[src/rtl/seq_gates_debounce_pkg.sv]
// Shared types and constants for the 1-bit debouncer.
// Holds the FSM state encoding and the accepted-change count width.
package seq_gates_debounce_pkg;

    localparam int COUNT_W = 8;
    localparam logic [COUNT_W-1:0] COUNT_MAX = '1;

    typedef enum logic [1:0] {
        STABLE_LO,
        PEND_HI,
        STABLE_HI,
        PEND_LO
    } state_t;

    function automatic logic [COUNT_W-1:0] sat_inc(
        input logic [COUNT_W-1:0] v
    );
        return (v == COUNT_MAX) ? v : v + 1'b1;
    endfunction

endpackage

[src/rtl/seq_gates_sync2.sv]
// Two-flop synchronizer for the raw debouncer input.
// Both flops clear asynchronously on reset.
module seq_gates_sync2 (
    input  logic clk,
    input  logic reset,
    input  logic in,
    output logic out
);

    logic r_ff1;
    logic r_ff2;

    always_ff @(posedge clk or posedge reset) begin
        if (reset) begin
            r_ff1 <= 1'b0;
            r_ff2 <= 1'b0;
        end else begin
            r_ff1 <= in;
            r_ff2 <= r_ff1;
        end
    end

    assign out = r_ff2;

endmodule

[src/rtl/seq_gates_1b_debounce.sv]
// 1-bit debouncer feeding a downstream DFFE (en/d) with change counter.
// Define SEQ_GATES_DEBOUNCE_SYNC_EN to insert a 2-flop input synchronizer.
module seq_gates_1b_debounce
    import seq_gates_debounce_pkg::*;
#(
    parameter int STABLE_CYCLES = 4
) (
    input  logic               clk,
    input  logic               reset,
    input  logic               raw,
    input  logic               clear,
    output logic               en,
    output logic               d,
    output logic               pending,
    output logic [COUNT_W-1:0] count
);

    localparam int CW = $clog2(STABLE_CYCLES);
    localparam logic [CW-1:0] LAST = CW'(STABLE_CYCLES - 1);
    localparam logic [CW-1:0] ONE  = CW'(1);

    generate
        if (STABLE_CYCLES < 2 || STABLE_CYCLES > 255) begin : g_bad
            $error("STABLE_CYCLES must be in 2..255");
        end
    endgenerate

    logic w_s;

`ifdef SEQ_GATES_DEBOUNCE_SYNC_EN
    seq_gates_sync2 u_sync (
        .clk   (clk),
        .reset (reset),
        .in    (raw),
        .out   (w_s)
    );
`else
    assign w_s = raw;
`endif

    state_t             r_state;
    logic [CW-1:0]      r_cnt;
    logic               r_d;
    logic               r_en;
    logic [COUNT_W-1:0] r_count;
    logic               w_accept;

    // Candidate survives its final qualifying sample this edge.
    assign w_accept = (r_cnt == LAST) &&
                      (((r_state == PEND_HI) &&  w_s) ||
                       ((r_state == PEND_LO) && !w_s));

    always_ff @(posedge clk or posedge reset) begin
        if (reset) begin
            r_state <= STABLE_LO;
            r_cnt   <= '0;
            r_d     <= 1'b0;
            r_en    <= 1'b0;
            r_count <= '0;
        end else begin
            r_en <= 1'b0;
            unique case (r_state)
                STABLE_LO: begin
                    if (w_s) begin
                        r_state <= PEND_HI;
                        r_cnt   <= ONE;
                    end
                end
                PEND_HI: begin
                    if (!w_s) begin
                        r_state <= STABLE_LO;
                        r_cnt   <= '0;
                    end else if (r_cnt == LAST) begin
                        r_state <= STABLE_HI;
                        r_d     <= 1'b1;
                        r_en    <= 1'b1;
                        r_cnt   <= '0;
                    end else begin
                        r_cnt <= r_cnt + 1'b1;
                    end
                end
                STABLE_HI: begin
                    if (!w_s) begin
                        r_state <= PEND_LO;
                        r_cnt   <= ONE;
                    end
                end
                PEND_LO: begin
                    if (w_s) begin
                        r_state <= STABLE_HI;
                        r_cnt   <= '0;
                    end else if (r_cnt == LAST) begin
                        r_state <= STABLE_LO;
                        r_d     <= 1'b0;
                        r_en    <= 1'b1;
                        r_cnt   <= '0;
                    end else begin
                        r_cnt <= r_cnt + 1'b1;
                    end
                end
                default: begin
                    r_state <= STABLE_LO;
                    r_cnt   <= '0;
                end
            endcase

            // Clear wins, but a same-edge acceptance still counts once.
            if (clear) begin
                r_count <= w_accept ? COUNT_W'(1) : '0;
            end else if (w_accept) begin
                r_count <= sat_inc(r_count);
            end
        end
    end

    assign en      = r_en;
    assign d       = r_d;
    assign count   = r_count;
    assign pending = (r_state == PEND_HI) || (r_state == PEND_LO);

endmodule

[config.mk]
export PLATFORM = sky130hd
export DESIGN_NAME = seq_gates_1b_debounce
export DESIGN_NICKNAME = d
export VERILOG_FILES = /design/src/rtl/seq_gates_debounce_pkg.sv /design/src/rtl/seq_gates_sync2.sv /design/src/rtl/seq_gates_1b_debounce.sv
export SDC_FILE = /design/constraint.sdc
export NUM_CORES = 1
export LEC_CHECK = 0
export ABC_AREA = 1
export BUFFER_PORTS_ARGS = -buffer_cell sky130_fd_sc_hd__buf_2
export CAP_MARGIN = 20
export CORE_AREA = 4 4 42 58
export CTS_BUF_LIST = sky130_fd_sc_hd__clkbuf_8
export DETAILED_ROUTE_END_ITERATION = 10
export DIE_AREA = 0 0 46 62
export PLACE_DENSITY = 0.62
export SETUP_SLACK_MARGIN = 0.15
export SLEW_MARGIN = 20
export SYNTH_ARGS = -nofsm -noshare
export SYNTH_HDL_FRONTEND = slang
export SYNTH_SLANG_ARGS = --single-unit
[constraint.sdc]
create_clock -name clk -period 2.2 [get_ports clk]
set_clock_uncertainty 0.05 [all_clocks]
set_input_delay 0.33 -clock clk [delete_from_list [all_inputs] [get_ports clk]]
set_output_delay 0.33 -clock clk [all_outputs]
set_load 0.1 [all_outputs]
[After elaboration in Yosys (flattened, before gate mapping)]
Cells that the tools add are included.
Operators by class
  $add $sub $neg: 2
  equal/unequal tests: 14
  mux-type cells: 25
  reduce and logical (&&, ||, !) cells: 13
Operators with widths (number)
  $mux 8: 3
  $mux 2: 10
  $pmux 2 s4: 2
  $ne 2x2->1 const B: 7
  $add 8x1->8 const B: 1
  $eq 8x8->1 const B: 1
  $mux 1: 8
  $eq 2x2->1 const B: 3
  $ne 3x3->1 const B: 2
  $reduce_and 5->1: 1
  $pmux 1 s2: 2
  $reduce_and 2->1: 2
  $reduce_and 4->1: 1
  $reduce_bool 2->1: 2
  $logic_and 1x1->1: 3
  $add 2x1->2 const B: 1
  $eq 2x1->1 const B: 1
  $logic_not 2->1: 1
  $logic_or 1x1->1: 2
  $logic_not 1->1: 1
Storage, ports and cells
  register bits: 14
  input port bits: 4
  output and inout bits: 11
  logic and storage cells: 59

[Longest topological paths before layout]
Gate-level depths: netlist of run 1.
  word-level depth: 6
  depth in mapped cells: 9

[Worst setup path after synthesis of run 1]
Ideal clock, no wire load.
  path type: register to register
  start: register r_count[1] (netlist: count[1])
  end: register r_count[7] (netlist: count[7])
  library setup time: 0.121 ns
  arrival: 1.900 ns
  setup slack: 0.129 ns
  cell stages (with the launch flop): 10
  buffers on the path: 1
  clock period less this slack: 2.071 ns
  cells stage by stage: dfrtp_1 ha_1 nand3_1 clkinv_1 nand2_1 nand3_2 buf_6 nand2_4 nand2_1 nand2_1
Between the ends
  cells in the longest elaborated chain, start to end: 4
  elaborated cells on any way between the ends: 7
  classes of those cells: add/sub: 1; eq/ne: 2; mux: 3; reduce/logical: 1
Ends and longest elaborated chain
  start, declared: line seq_gates_1b_debounce.sv:45  | logic [COUNT_W-1:0] r_count;
  start signal, assigned: line seq_gates_1b_debounce.sv:109  | r_count <= w_accept ? COUNT_W'(1) : '0;
  start signal, assigned: line seq_gates_1b_debounce.sv:111  | r_count <= sat_inc(r_count);
  $add 8x1->8: line seq_gates_debounce_pkg.sv:18  | return (v == COUNT_MAX) ? v : v + 1'b1;
  $mux 8: line seq_gates_debounce_pkg.sv:18
  $mux 8: line seq_gates_1b_debounce.sv:110  | end else if (w_accept) begin
  $mux 8: line seq_gates_1b_debounce.sv:108  | if (clear) begin
Parallel ways exist; a longest one is shown, timed or not. The select of a mux whose other input is x is not followed.
A chain may end at the register's enable or synchronous reset.

[Worst setup path in the final report of run 1]
  start: register r_count[0] (netlist: count[0])
  end: register r_count[1] (netlist: count[1])
Same word-level chain as after synthesis.

==> results.tsv, run 1 <==
stage	metric	value	unit
route	first_pass_iters	4	
synth	async_flop_share	100.0	%
worst_setup_path	crit_required	2.33	ns
synth	ys_types	21	
clocking	cts_tree	done	
clocking	cts.sinks	14	
clocking	hold_buffers	0	
route	route.vias.total	711	
route	avgRoutedWirePerCell	11.37	µm
timing	hold_viol_final	0	
synth	synth_nets	114	
global_routing	grt_max_degree	15	
timing	setup_viol_count_final	0	
timing	rsz0062_at_grt	no	
synth	yosysTopAreaCellShare	42.88	%
clocking	insertion_delay	0.24	ns
floorplan	dieArea	0.002852	mm²
worst_setup_path	critPathLaunchType	flip-flop	
timing	fmax	611.2	MHz
timing	finalMaxSlewViolations	0	
route	finalWirelength	1626	µm
timing	worst-slew-pin-transition	0.5501	ns
global_routing	antenna_found_initial	0	
worst_setup_path	crit_type	reg2reg	
power	power_density	922.8	mW/mm²
power	p_leak	0.4854	nW
worst_setup_path	cp.arrival	1.76	ns
outcome	outcome	completed	
floorplan	die_h	62	µm
timing	fin_crit	1.636	ns
synth	synth_largest_area_cell	dfrtp_1	
synth	avgSynthCellArea	7.636	µm²
route	via_per_inst	4.972	
clocking	cts_resized	0	
flow_run	cap_viol_max_count	0	
power	ir_worst_vdd	0.6011	mV
finish	design_area	929.6	µm²
synth	synth_area	817.0	µm²
finish	antennaDiodeCount	0	
route	drc	0	
power	power	0.0008579	W
place	placed_cell_area	884.6	µm²
route	ant_nets	0	
clocking	post_cts_buffers	0	
synth	ys.flop_type	dfrtp_1	
clocking	cts_root_buffer	clkbuf_8	
floorplan	start_util	41.91	%
place	numPortBuffers	14	
global_routing	overflow	0	
clocking	htree_levels	1	
worst_setup_path	startpoint	count[0]	
global_routing	grt_pass1_vias	759	
finish	finalNetCount	130	
global_routing	track_usage	13.99	%
floorplan	core_area	0.001949	mm²
route	drtIter0Drc	15	
floorplan	rows	19	
finish	syn2layout_area_growth	13.78	%
place	dp_slack	0.5988	ns
worst_setup_path	crit_path_end_kind	flip-flop	
clocking	clockBufferDepth	2	
synth	synth_top_cells_by_area	dfrtp_1, nand2_1, nand3_1	
synth	yosys_warnings	0	
global_routing	grt_pass1_wl	2904	µm
worst_setup_path	crit_fanout	11	
floorplan	io-pin-count	15	
timing	setup_tns	0	ns
timing	slew_headroom	63.29	%
worst_setup_path	reg2reg_from	count[0]	
place	gp_congestion	0.8680	
synth	synth-seq-cells	14	
clocking	cts_buffers	3	
timing	finalCritPeriodShare	74.36	%
synth	synth_edf_count	0	
synth	seq_area_frac_synth	42.88	%
floorplan	fp.dieW	46	µm
timing	setup_ws	0.5640	ns
finish	drive_gt1_share	18.03	%
clocking	clk_pin_slew	0.06	ns
worst_hold_path	min_path_type	in2async	
place	hpwl	1276	µm
synth	syn_inst	107	
synthesized netlist by cell type, types with 2 or more instances:
master,n
ha_1,3
nor2_1,10
a21boi_0,2
a21oi_1,2
inv_1,11
nand3_1,15
o21ai_0,5
dfrtp_1,14
nand2_1,31
o21ai_1,2
buf_6,2
placed cells by master (no fill, tap or decap), types with 2 or more instances in the layout:
cell,n
nand2_1,31
nand3_1,15
buf_2,14
inv_1,12
dfrtp_1,12
nor2_1,10
o21ai_0,5
ha_1,3
clkbuf_8,3
a21oi_1,2
o21ai_1,2
a21boi_0,2
dfrtp_2,2
power by group:
part | internal (W) | leakage [nW] | switching, W | total, W
Clock | 0.000123 | 0.0269 | 0.0000874 | 0.000211
Sequential | 0.000304 | 0.181 | 0.0000438 | 0.000348
Combinational | 0.0000660 | 0.278 | 0.000233 | 0.000299
final timing paths:
kind,end,slack (ns),depth (start not counted)
max in group asynchronous,count[1],1.63,2
max,count[1],0.56,8
max reg2reg,count[1],0.56,8
min reg2reg,flip-flop,0.50,2
min,count[6],0.07,2
min in group clk,r_state[0],0.35,3
cell families after synthesis:
group / Yosys count / synth area share, %
AO/OA/AOI/OAI: 12 / 8.269
XOR/XNOR: 2 / 2.144
adder cells (fa/ha/maj): 3 / 4.595
buffers and inverters: 15 / 9.341
flip-flops: 14 / 42.88
AND/OR/NAND/NOR: 61 / 32.77
area by class of cell:
class	instances	area (µm²)
tap	21	26.28
multi-input combinational	78	390.4
inverter	12	45.04
clock inverter	1	3.754
timing repair buffer	14	70.07
sequential	14	352.8
fill	212	1020
clock buffer	3	41.29
layer usage:
metal  vias up  share of wire [%]  GRT usage (%)
li1        371                  -              -
met1       324                 44          14.18
met2        12                 49          24.21
met3         4                4.4          3.458
met4         0                2.2          10.16
met5         -                  0              0
worst max-delay path: stages, from the launching register on:
cell      delay, ns
dfrtp_2        0.42
ha_1           0.23
nand3_1        0.13
clkinv_1       0.11
nand2_1        0.09
nand3_2        0.21
inv_1          0.16
nand3_1        0.08
nand2_1        0.08
metrics by stage:
stage                     util, %  instances  hold WS, ns
after floorplan                 -        107       0.1691
after global placement      45.38        139       0.3577
after detailed placement    45.38        139       0.3517
after CTS                   47.69        143       0.1029
after global routing        47.69        143       0.1151
final                       47.69        143      0.07190
state kept, by name (all words and copies together) (netlist names), named ones only:
name / count
count: 8
r_state: 1
r_cnt: 2
en: 1
d: 1
No activity file was read; power rests on OpenSTA's default activity.
==> run 2: changes to the inputs <==
Settings changed: ABC_AREA 1 to 0, CORE_AREA 4 4 42 58 to 4 4 45 47, DIE_AREA 0 0 46 62 to 0 0 49 51, PLACE_DENSITY 0.62 to 0.67.
Clock period 2.2 ns to 1.3 ns, I/O delays scaled along.
==> results.tsv, run 2 <==
stage	metric	value	unit
place	gp_congestion	0.8366	
synth	yosys_warnings	0	
place	dp_slack	-0.3765	ns
finish	largest_reg_flops	8	
clocking	cts_buffers	3	
worst_setup_path	crit_path_end_kind	flip-flop	
synth	async_flop_share	100.0	%
floorplan	fp.dieW	49	µm
worst_setup_path	crit_type	reg2reg	
timing	finalMaxSlewViolations	0	
route	drt-met1-wl	758	µm
timing	finalCritPeriodShare	127.6	%
route	drc	0	
synth	synth_largest_area_cell	dfrtp_1	
synth	avgSynthCellArea	10.34	µm²
synth	synth_top_cells_by_area	dfrtp_1, o21ai_0, ha_1	
floorplan	die_h	51	µm
synth	yosysTopAreaCellShare	49.82	%
synth	synth-seq-cells	14	
route	drtIter0Drc	14	
finish	final_util	85.68	%
timing	setup_viol_count_final	12	
timing	worst-slew-pin-transition	0.3134	ns
global_routing	overflow	0	
worst_setup_path	critPathLaunchType	flip-flop	
timing	setup_ws	-0.3591	ns
finish	design_area	0.001415	mm²
global_routing	track_usage	18.72	%
route	wl_met2	1354	µm
clocking	clk_pin_slew	0.06	ns
clocking	cts_tree	done	
clocking	clockBufferDepth	2	
worst_setup_path	path_cells	ha_4 > nand3_4 > o2111ai_4 > or4_4 > a21oi_2	
place	hpwl	1304	µm
finish	layout.cells.most_common_list	buf_4, buf_6, buf_12, dfrtp_4	
synth	yosys-top-cells-count	dfrtp_1, o21ai_0, a21oi_1	
worst_setup_path	critical_path_buf_inv_count	0	
global_routing	grt_max_degree	15	
finish	syn2layout_area_growth	101.2	%
worst_hold_path	min_path_type	in2reg	
route	avgRoutedWirePerCell	17.68	µm
route	dr.max_layer_used	met4	
worst_setup_path	crit_fanout	6	
route	finalWirelength	2299	µm
floorplan	dieArea	0.002499	mm²
finish	n_fill_cell	83	
synth	ys.flop_type	dfrtp_1	
timing	rsz0062_at_grt	yes	
synth	seq_area_frac_synth	49.82	%
synth	synth_area	703.2	µm²
clocking	htree_levels	1	
place	placed_cell_area	0.001139	mm²
timing	setup_tns	-2.447	ns
clocking	insertion_delay	0.25	ns
outcome	violations	negative setup slack	
place	numPortBuffers	14	
clocking	cts_root_buffer	clkbuf_8	
global_routing	antenna_found_initial	0	
synth	ys_types	29	
power	p_leak	0.5669	nW
finish	layout_commonest_cell	buf_4	
timing	fin_crit	1.659	ns
worst_setup_path	critical-path-top-delay-family	simple AND/OR/NAND/NOR gates	
synth	synth_nets	75	
floorplan	rows	15	
route	first_pass_iters	4	
worst_setup_path	slowest_stage	dfrtp_4	
route	dr_wl_met3	91	µm
worst_setup_path	cp.arrival	1.78	ns
power	ir_worst_vdd	1.507	mV
power	power_density	1485	mW/mm²
timing	hold_viol_final	0	
clocking	cts.sinks	14	
global_routing	grt_pass1_vias	807	
synth	synth_edf_count	0	
finish	antennaDiodeCount	0	
flow_run	cap_viol_max_count	0	
route	route.vias.total	772	
worst_setup_path	crit_required	1.42	ns
worst_setup_path	slowest_delay	0.50	ns
outcome	outcome	complete, but fails checks	
floorplan	io-pin-count	15	
global_routing	grt_pass1_wl	3553	µm
timing	slew_headroom	79.07	%
floorplan	start_util	42.58	%
floorplan	core_area	0.001652	mm²
synth	yosysMostFrequentCell	dfrtp_1	
timing	fmax	602.7	MHz
finish	finalNetCount	121	
finish	drive_gt1_share	69.03	%
synth	syn_inst	68	
route	ant_nets	0	
route	via_per_inst	5.938	
==> run 2: timing repair <==
item	CTS	global route
hold buffers	1	0
endpoints found under the setup margin	21	29
gates resized for setup	18	18
pin swaps	9	3
buffers inserted	7	3
hold endpoints to repair	14	0
cloned	1	0
==> run 2: cell type report <==
| type | count | area, µm² | area share, % |
|---|---|---|---|
| multi-input combinational | 49 | 454.2 | 32.10 |
| clock buffer | 3 | 41.29 | 2.918 |
| timing repair buffer | 44 | 503.0 | 35.54 |
| tap | 17 | 21.27 | 1.503 |
| inverter | 2 | 11.26 | 0.7958 |
| sequential | 14 | 380.4 | 26.88 |
| clock inverter | 1 | 3.754 | 0.2653 |
==> run 2: worst paths after layout <==
kind,from,to,slack (ns),depth (start not counted)
setup / recovery,count[0],count[5],-0.36,5
hold / removal,clear,count[4],0.20,2
setup reg to reg,count[0],count[5],-0.36,5
hold reg to reg,d,d,0.56,2
max in group asynchronous,reset,count[3],0.55,3
min in group asynchronous,reset,count[5],0.41,3
==> run 2: cell families after synthesis <==
| kind of cell | Yosys count | share of synthesized area [%] |
|---|---|---|
| flip-flops | 14 | 49.82 |
| AND/OR/NAND/NOR | 23 | 19.22 |
| AO/OA/AOI/OAI | 19 | 15.84 |
| multiplexers | 2 | 3.025 |
| adder cells (fa/ha/maj) | 3 | 5.339 |
| XOR/XNOR | 1 | 2.314 |
| buffers and inverters | 6 | 4.447 |
==> run 2: through the flow <==
step,instances,total power (W),hold WS [ns]
floorplan,68,0.001131,0.03423
global placement,114,0.001438,0.2171
detailed placement,114,0.001469,0.2175
CTS,127,0.002030,0.1779
global route,130,0.002216,0.2157
finish,130,0.002101,0.1965
==> run 2: power breakdown <==
part,switching [W],internal (W)
combinational,0.000600,0.000514
clock,0.000159,0.000209
sequential,0.0000956,0.000524
total,0.000855,0.00125
==> run 2: layer usage <==
layer,GRT usage [%],vias to the layer above
met5,0,-
met4,10.76,0
met3,3.207,15
met2,36.74,38
met1,17.98,378
li1,-,341
